**src/rtl/rs_gf8_syndrome_serial.sv**
```systemverilog
// Serial S1/S2 syndrome calculator for RS(N_SYM,N_SYM-2) over GF(2^3), x^3+x+1.
// Symbols arrive highest-order coefficient first and are folded in by Horner recursion.
module rs_gf8_syndrome_serial #(
    parameter int N_SYM = 7
) (
    input  logic       clk,
    input  logic       rst_n,
    input  logic [2:0] sym_i,
    input  logic       sym_valid_i,
    input  logic       sof_i,
    output logic [5:0] syndrome_o,
    output logic       syn_valid_o,
    output logic       error_o,
    output logic       frame_err_o,
    output logic       busy_o
);

    typedef enum logic {
        IDLE  = 1'b0,
        ACCUM = 1'b1
    } state_t;

    localparam logic [2:0] LAST_CNT = 3'(N_SYM - 1);

    function automatic logic [2:0] mul_a(input logic [2:0] x);
        return {x[1], x[0] ^ x[2], x[2]};
    endfunction

    state_t     state_q, state_d;
    logic [2:0] s1_q, s1_d;
    logic [2:0] s2_q, s2_d;
    logic [2:0] cnt_q, cnt_d;
    logic [5:0] syndrome_q, syndrome_d;
    logic       syn_valid_q, syn_valid_d;
    logic       error_q, error_d;
    logic       frame_err_q, frame_err_d;

    logic [2:0] s1_next;
    logic [2:0] s2_next;

    assign s1_next = mul_a(s1_q) ^ sym_i;
    assign s2_next = mul_a(mul_a(s2_q)) ^ sym_i;

    always_comb begin
        state_d     = state_q;
        s1_d        = s1_q;
        s2_d        = s2_q;
        cnt_d       = cnt_q;
        syndrome_d  = syndrome_q;
        error_d     = error_q;
        syn_valid_d = 1'b0;
        frame_err_d = 1'b0;
        case (state_q)
            IDLE: begin
                if (sym_valid_i) begin
                    if (sof_i) begin
                        s1_d    = sym_i;
                        s2_d    = sym_i;
                        cnt_d   = 3'd1;
                        state_d = ACCUM;
                    end else begin
                        frame_err_d = 1'b1;
                    end
                end
            end
            ACCUM: begin
                if (sym_valid_i) begin
                    if (sof_i) begin
                        // A new frame start aborts the partial codeword and restarts it.
                        frame_err_d = 1'b1;
                        s1_d        = sym_i;
                        s2_d        = sym_i;
                        cnt_d       = 3'd1;
                    end else if (cnt_q == LAST_CNT) begin
                        syndrome_d  = {s2_next, s1_next};
                        error_d     = |{s2_next, s1_next};
                        syn_valid_d = 1'b1;
                        s1_d        = 3'd0;
                        s2_d        = 3'd0;
                        cnt_d       = 3'd0;
                        state_d     = IDLE;
                    end else begin
                        s1_d  = s1_next;
                        s2_d  = s2_next;
                        cnt_d = cnt_q + 3'd1;
                    end
                end
            end
            default: begin
                state_d = IDLE;
            end
        endcase
    end

    always_ff @(posedge clk or negedge rst_n) begin
        if (!rst_n) begin
            state_q     <= IDLE;
            s1_q        <= 3'd0;
            s2_q        <= 3'd0;
            cnt_q       <= 3'd0;
            syndrome_q  <= 6'd0;
            syn_valid_q <= 1'b0;
            error_q     <= 1'b0;
            frame_err_q <= 1'b0;
        end else begin
            state_q     <= state_d;
            s1_q        <= s1_d;
            s2_q        <= s2_d;
            cnt_q       <= cnt_d;
            syndrome_q  <= syndrome_d;
            syn_valid_q <= syn_valid_d;
            error_q     <= error_d;
            frame_err_q <= frame_err_d;
        end
    end

    assign syndrome_o  = syndrome_q;
    assign syn_valid_o = syn_valid_q;
    assign error_o     = error_q;
    assign frame_err_o = frame_err_q;
    assign busy_o      = (state_q == ACCUM);

endmodule

```
**config.mk**
```make
export PLATFORM = sky130hd
export DESIGN_NAME = rs_gf8_syndrome_serial
export DESIGN_NICKNAME = d
export VERILOG_FILES = /design/src/rtl/rs_gf8_syndrome_serial.sv
export SDC_FILE = /design/constraint.sdc
export NUM_CORES = 1
export LEC_CHECK = 0
export ABC_AREA = 1
export CORE_UTILIZATION = 48
export CTS_BUF_LIST = sky130_fd_sc_hd__clkbuf_4 sky130_fd_sc_hd__clkbuf_8
export DETAILED_ROUTE_END_ITERATION = 7
export PLACE_DENSITY = 0.74
export SYNTH_ARGS = -nofsm -noshare
export SYNTH_HDL_FRONTEND = slang
export SYNTH_SLANG_ARGS = --single-unit
```
**constraint.sdc**
```tcl
create_clock -name clk -period 1.5 [get_ports clk]
set_clock_uncertainty 0.2 [all_clocks]
set_input_delay 0.3 -clock clk [delete_from_list [all_inputs] [get_ports clk]]
set_output_delay 0.3 -clock clk [all_outputs]
set_load 0.05 [all_outputs]
```
After elaboration in Yosys (flattened, before gate mapping)
Index checks and enable logic that the tools add are counted.
{ "word_totals": {"input_bits": 7, "elab_cells": 52, "ff_bits": 19, "output_inout_bits": 10, "latch_bits": 0, "mem_count": 0, "mem_bits_ro": 0, "ramBits": 0} }
{ "classes": {"eq_ne": 4, "n_div": 0, "order_cmp": 0, "muxes": 29, "n_reduce_logical": 3, "n_shift": 0, "mul": 0, "add_sub_neg": 1, "bitwise_logic": 7} }
{ "ops": {"columns": ["op", "count"], "rows": [
  ["$mux 3", 13],
  ["$pmux 3 s2", 3],
  ["$mux 1", 11],
  ["$ne 2x2->1 const B", 3],
  ["$reduce_or 6->1", 1],
  ["$xor 3x3->3", 2],
  ["$pmux 1 s2", 2],
  ["$reduce_and 4->1", 1],
  ["$add 3x1->3 const B", 1],
  ["$eq 3x3->1 const B", 1],
  ["$reduce_and 3->1", 1],
  ["$xor 1x1->1", 3],
  ["$not 1->1", 2]
]} }

Longest topological paths before layout
{ "logic_depth": {"depth_word": 6, "depth_mapped": 8, "ltp_nobuf": 8} }

Worst setup path after synthesis
OpenSTA, ideal clock, no wires.
{ "synth_path": {"path_kind": "register to register", "from": "register state_q (netlist: busy_o)", "to": "register error_q (netlist: error_o)", "required_time_ns": 1.182, "stages_incl_launch_ff": 8, "slack_ns": -0.204, "setup_ns": 0.118, "path_buffers": 0, "arrival_ns": 1.386, "period_less_slack_ns": 1.704, "cell_sequence": "dfrtp_1 nand2_1 nor2_4 nand2_4 nor2_2 nand3_1 nor2_1 nor2_1"} }
{ "synth_between": {"elab_chain_cells": 1} }
{ "synth_rtl": {"columns": ["element", "line_no", "source"], "rows": [
  ["from (decl)", "29", "state_t state_q, state_d;"],
  ["from (signal assigned)", "106", "state_q <= state_d;"],
  ["$reduce_and 4->1 (no line)", null, null],
  ["to (signal assigned)", "112", "error_q <= error_d;"],
  ["to (decl)", "35", "logic error_q, error_d;"]
]} }
Every way passes these cells.
A chain may end at the register's enable or synchronous reset.

Worst setup path in the final report
{ "layout_path": {"from": "register state_q (netlist: busy_o)", "to": "output port busy_o"} }
{ "layout_lines": {"columns": ["element", "line_no", "source"], "rows": [
  ["to (decl)", "15", "output logic busy_o"]
]} }
No word-level cell between the ends.

==> reports/results.ini <==
[layout]
fin_area_um2 = 1410
diodes = 0
finish.net_count = 167
layout_commonest_cell = nand2_1
layout_common_cells = nand2_1 (36), dfrtp_1 (18), buf_4 (17)
finalCoreUtilization = 0.784
area_growth_syn_to_layout_pct = 46.6
layout-drive-gt1-share = 0.258

[worst_setup_path]
endpoint_kind = output port
worst_ep_required_time_ns = 1.00
series_of_cell_instances_along_the_critical_path = buf_12
critical_path.n_buffers_inverters = 1
crit_family = flip-flops
crit_path_max_incr_delay_ns = 0.47
setup_slack_of_the_most_critical_reg_to_reg_path_ns = 0.08
crit_path_max_fanout = 5
cp.depth = 1
critPathArrivalTime_ns = 0.92
timing.critical_path.slowest_stage_cell = dfrtp_2
cp-start-kind = register
timing.reg2reg.worst_path_depth = 5
critical_path_class = reg2out

[clock_tree]
clock_insertion_delay_worst_skew_ns = 0.30
tritoncts.num_buffers = 3
clock_tree.buffer_depth = 2
reg_clk_slew_reported_paths_ns = 0.11
clock_tree.root_cell = clkbuf_4
htree_levels = 1
cts.sink_count = 19
cts_tree = built

[die]
std_cell_rows = 15
floorplan.die.width_um = 46.8
core_area_um2 = 1800
die_height_um = 46.8
ios = 17
start_util = 0.535
die-area_um2 = 2190

[place]
port_buffers = 16
placement.cell_area_um2 = 1380
hpwlAfterDp_um = 1700
place.gp.congestion = 0.838

[routing]
ant_nets = 0
dr.pass1.iters = 4
route.vias.total = 929
drcViolationCount = 0
vias_per_cell = 5.05
wl_per_cell_um = 11.6
detailedRoute.firstIterationViolations = 17
detailed_route_wire_length_um = 2130

[synth]
synth_sequential_area_ratio = 0.494
post-synth-top-area-fraction = 0.494
yosysTopAreaCell = dfrtp_1
synth-simple-area-share = 0.305
total_number_of_yosys_warnings = 0
synth-compound-area-share = 0.114
synth_adder_area_share = 0
netlist_top_cells_area = dfrtp_1 (49%), nand2_1 (15%), o21ai_0 (5.7%), nor2_1 (5.5%), inv_1 (4.7%)
unique_cell_type_count_in_the_yosys_netlist = 19
syn_area_per_cell_um2 = 7.83
syn-instance-count = 123
synthesis.nets = 130
largest_family_of_logic_cells_by_synthesized_area = simple AND/OR/NAND/NOR gates
syn-cell-area_um2 = 963
synthMuxAreaShare = 0
synth-seq-cells = 19
xor_xnor_cell_area_share_of_the_yosys_netlist = 0.0273

[power]
vdd_ir_drop_max_mv = 0.580
p_leak_nw = 0.737
powerDensity_nw_per_um2 = 955
post-layout-total-power_mw = 1.35

[timing]
grt_setup_unrepaired = false
worst_slew_margin_rel = 0.810
period_needed_ns = 1.42
setup_viol_count_final = 0
max_slew.worst_pin.slew_ns = 0.282
finalCritPeriodShare = 0.949
slew_viol_final = 0
max_freq_mhz = 702
report.final.hold_viol_count = 0

[global_routing]
first_global_vias = 828
combined_global_route_utilization_of_all_metal_layers = 0.222
grt_overflow_total = 0
grt_max_degree = 20
grt_antenna_before_repair = 0
global_route_wire_length_before_repair_um = 3320

[run]
cap_viol_max_count = 0

[min_path]
worstHoldPathType = in2reg
timing.hold.worst_path_depth = 3

[outcome]
outcome = complete, no violations

Yosys cell counts (all sizes together):
| master | instances |
|---|---|
| a21oi | 8 |
| clkinv | 1 |
| o221ai | 1 |
| nor3 | 1 |
| buf | 1 |
| xor2 | 1 |
| xnor2 | 2 |
| inv | 12 |
| nand2 | 40 |
| o21ai | 11 |
| a31oi | 1 |
| dfrtp | 19 |
| nand3b | 1 |
| nor2 | 17 |
| nand3 | 7 |
flip-flops by register name, indices dropped and copies added, names as in the netlist:
name	cells
busy_o	1
cnt_q	3
error_o	1
frame_err_o	1
s1_q	3
s2_q	3
syn_valid_o	1
syndrome_o	6
area by class of cell:
class / instances / area (um2)
inverter: 13 / 50.0
multi-input combinational: 90 / 435
fill: 131 / 389
clock buffer: 3 / 22.5
timing repair buffer: 33 / 392
sequential: 19 / 477
clock inverter: 1 / 5.00
tap: 25 / 31.3
layer usage:
metal / vias to the layer above / track usage / part of all wire
li1: 465 / - / -
met1: 420 / 0.259 / 0.43
met2: 40 / 0.397 / 0.50
met3: 4 / 0.0346 / 0.060
met4: 0 / 0.109 / 0.014
met5: - / 0 / 0
what timing repair did:
| item | CTS | global route |
|---|---|---|
| resized for setup | 1 | 3 |
| buffers inserted | 0 | 0 |
| endpoints found under the setup margin | 1 | 2 |
| hold buffers | 0 | 0 |
kinds of logic (layout without fill, tap and decap cells):
family,after synthesis,in the layout
compound gates,21,21
xor+xnor,3,3
buf+inv,14,50
flops,19,19
simple gates,66,66
path summary, 6_finish.rpt:
kind	startpoint	end
max	busy_o$_DFF_PN0_	busy_o
min	sym_valid_i	frame_err_o$_DFF_PN0_
max reg2reg	cnt_q[1]$_DFFE_PN0P_	syndrome_o[4]$_DFFE_PN0P_
min reg2reg	syndrome_o[1]$_DFFE_PN0P_	syndrome_o[1]$_DFFE_PN0P_
max in group asynchronous	rst_n	busy_o$_DFF_PN0_
min in group asynchronous	rst_n	syndrome_o[4]$_DFFE_PN0P_
power breakdown:
group	total, mW	leakage (nW)	internal [mW]	switching [mW]
sequential	0.634	0.238	0.569	0.0652
clock	0.259	0.0177	0.0994	0.160
combinational	0.455	0.482	0.217	0.239
metrics by stage:
step,cells,hold slack (ns),setup TNS (ns),setup slack [ns]
2_1_floorplan,123,-0.196,0,0.0242
3_3_place_gp,180,0.320,-3.38,-0.260
3_5_place_dp,180,0.332,-4.07,-0.305
4_1_cts,184,0.147,0,0.0568
5_1_grt,184,0.0919,0,0.0114
6_report,184,0.0820,0,0.0764
(Power assumes the default switching activity.)
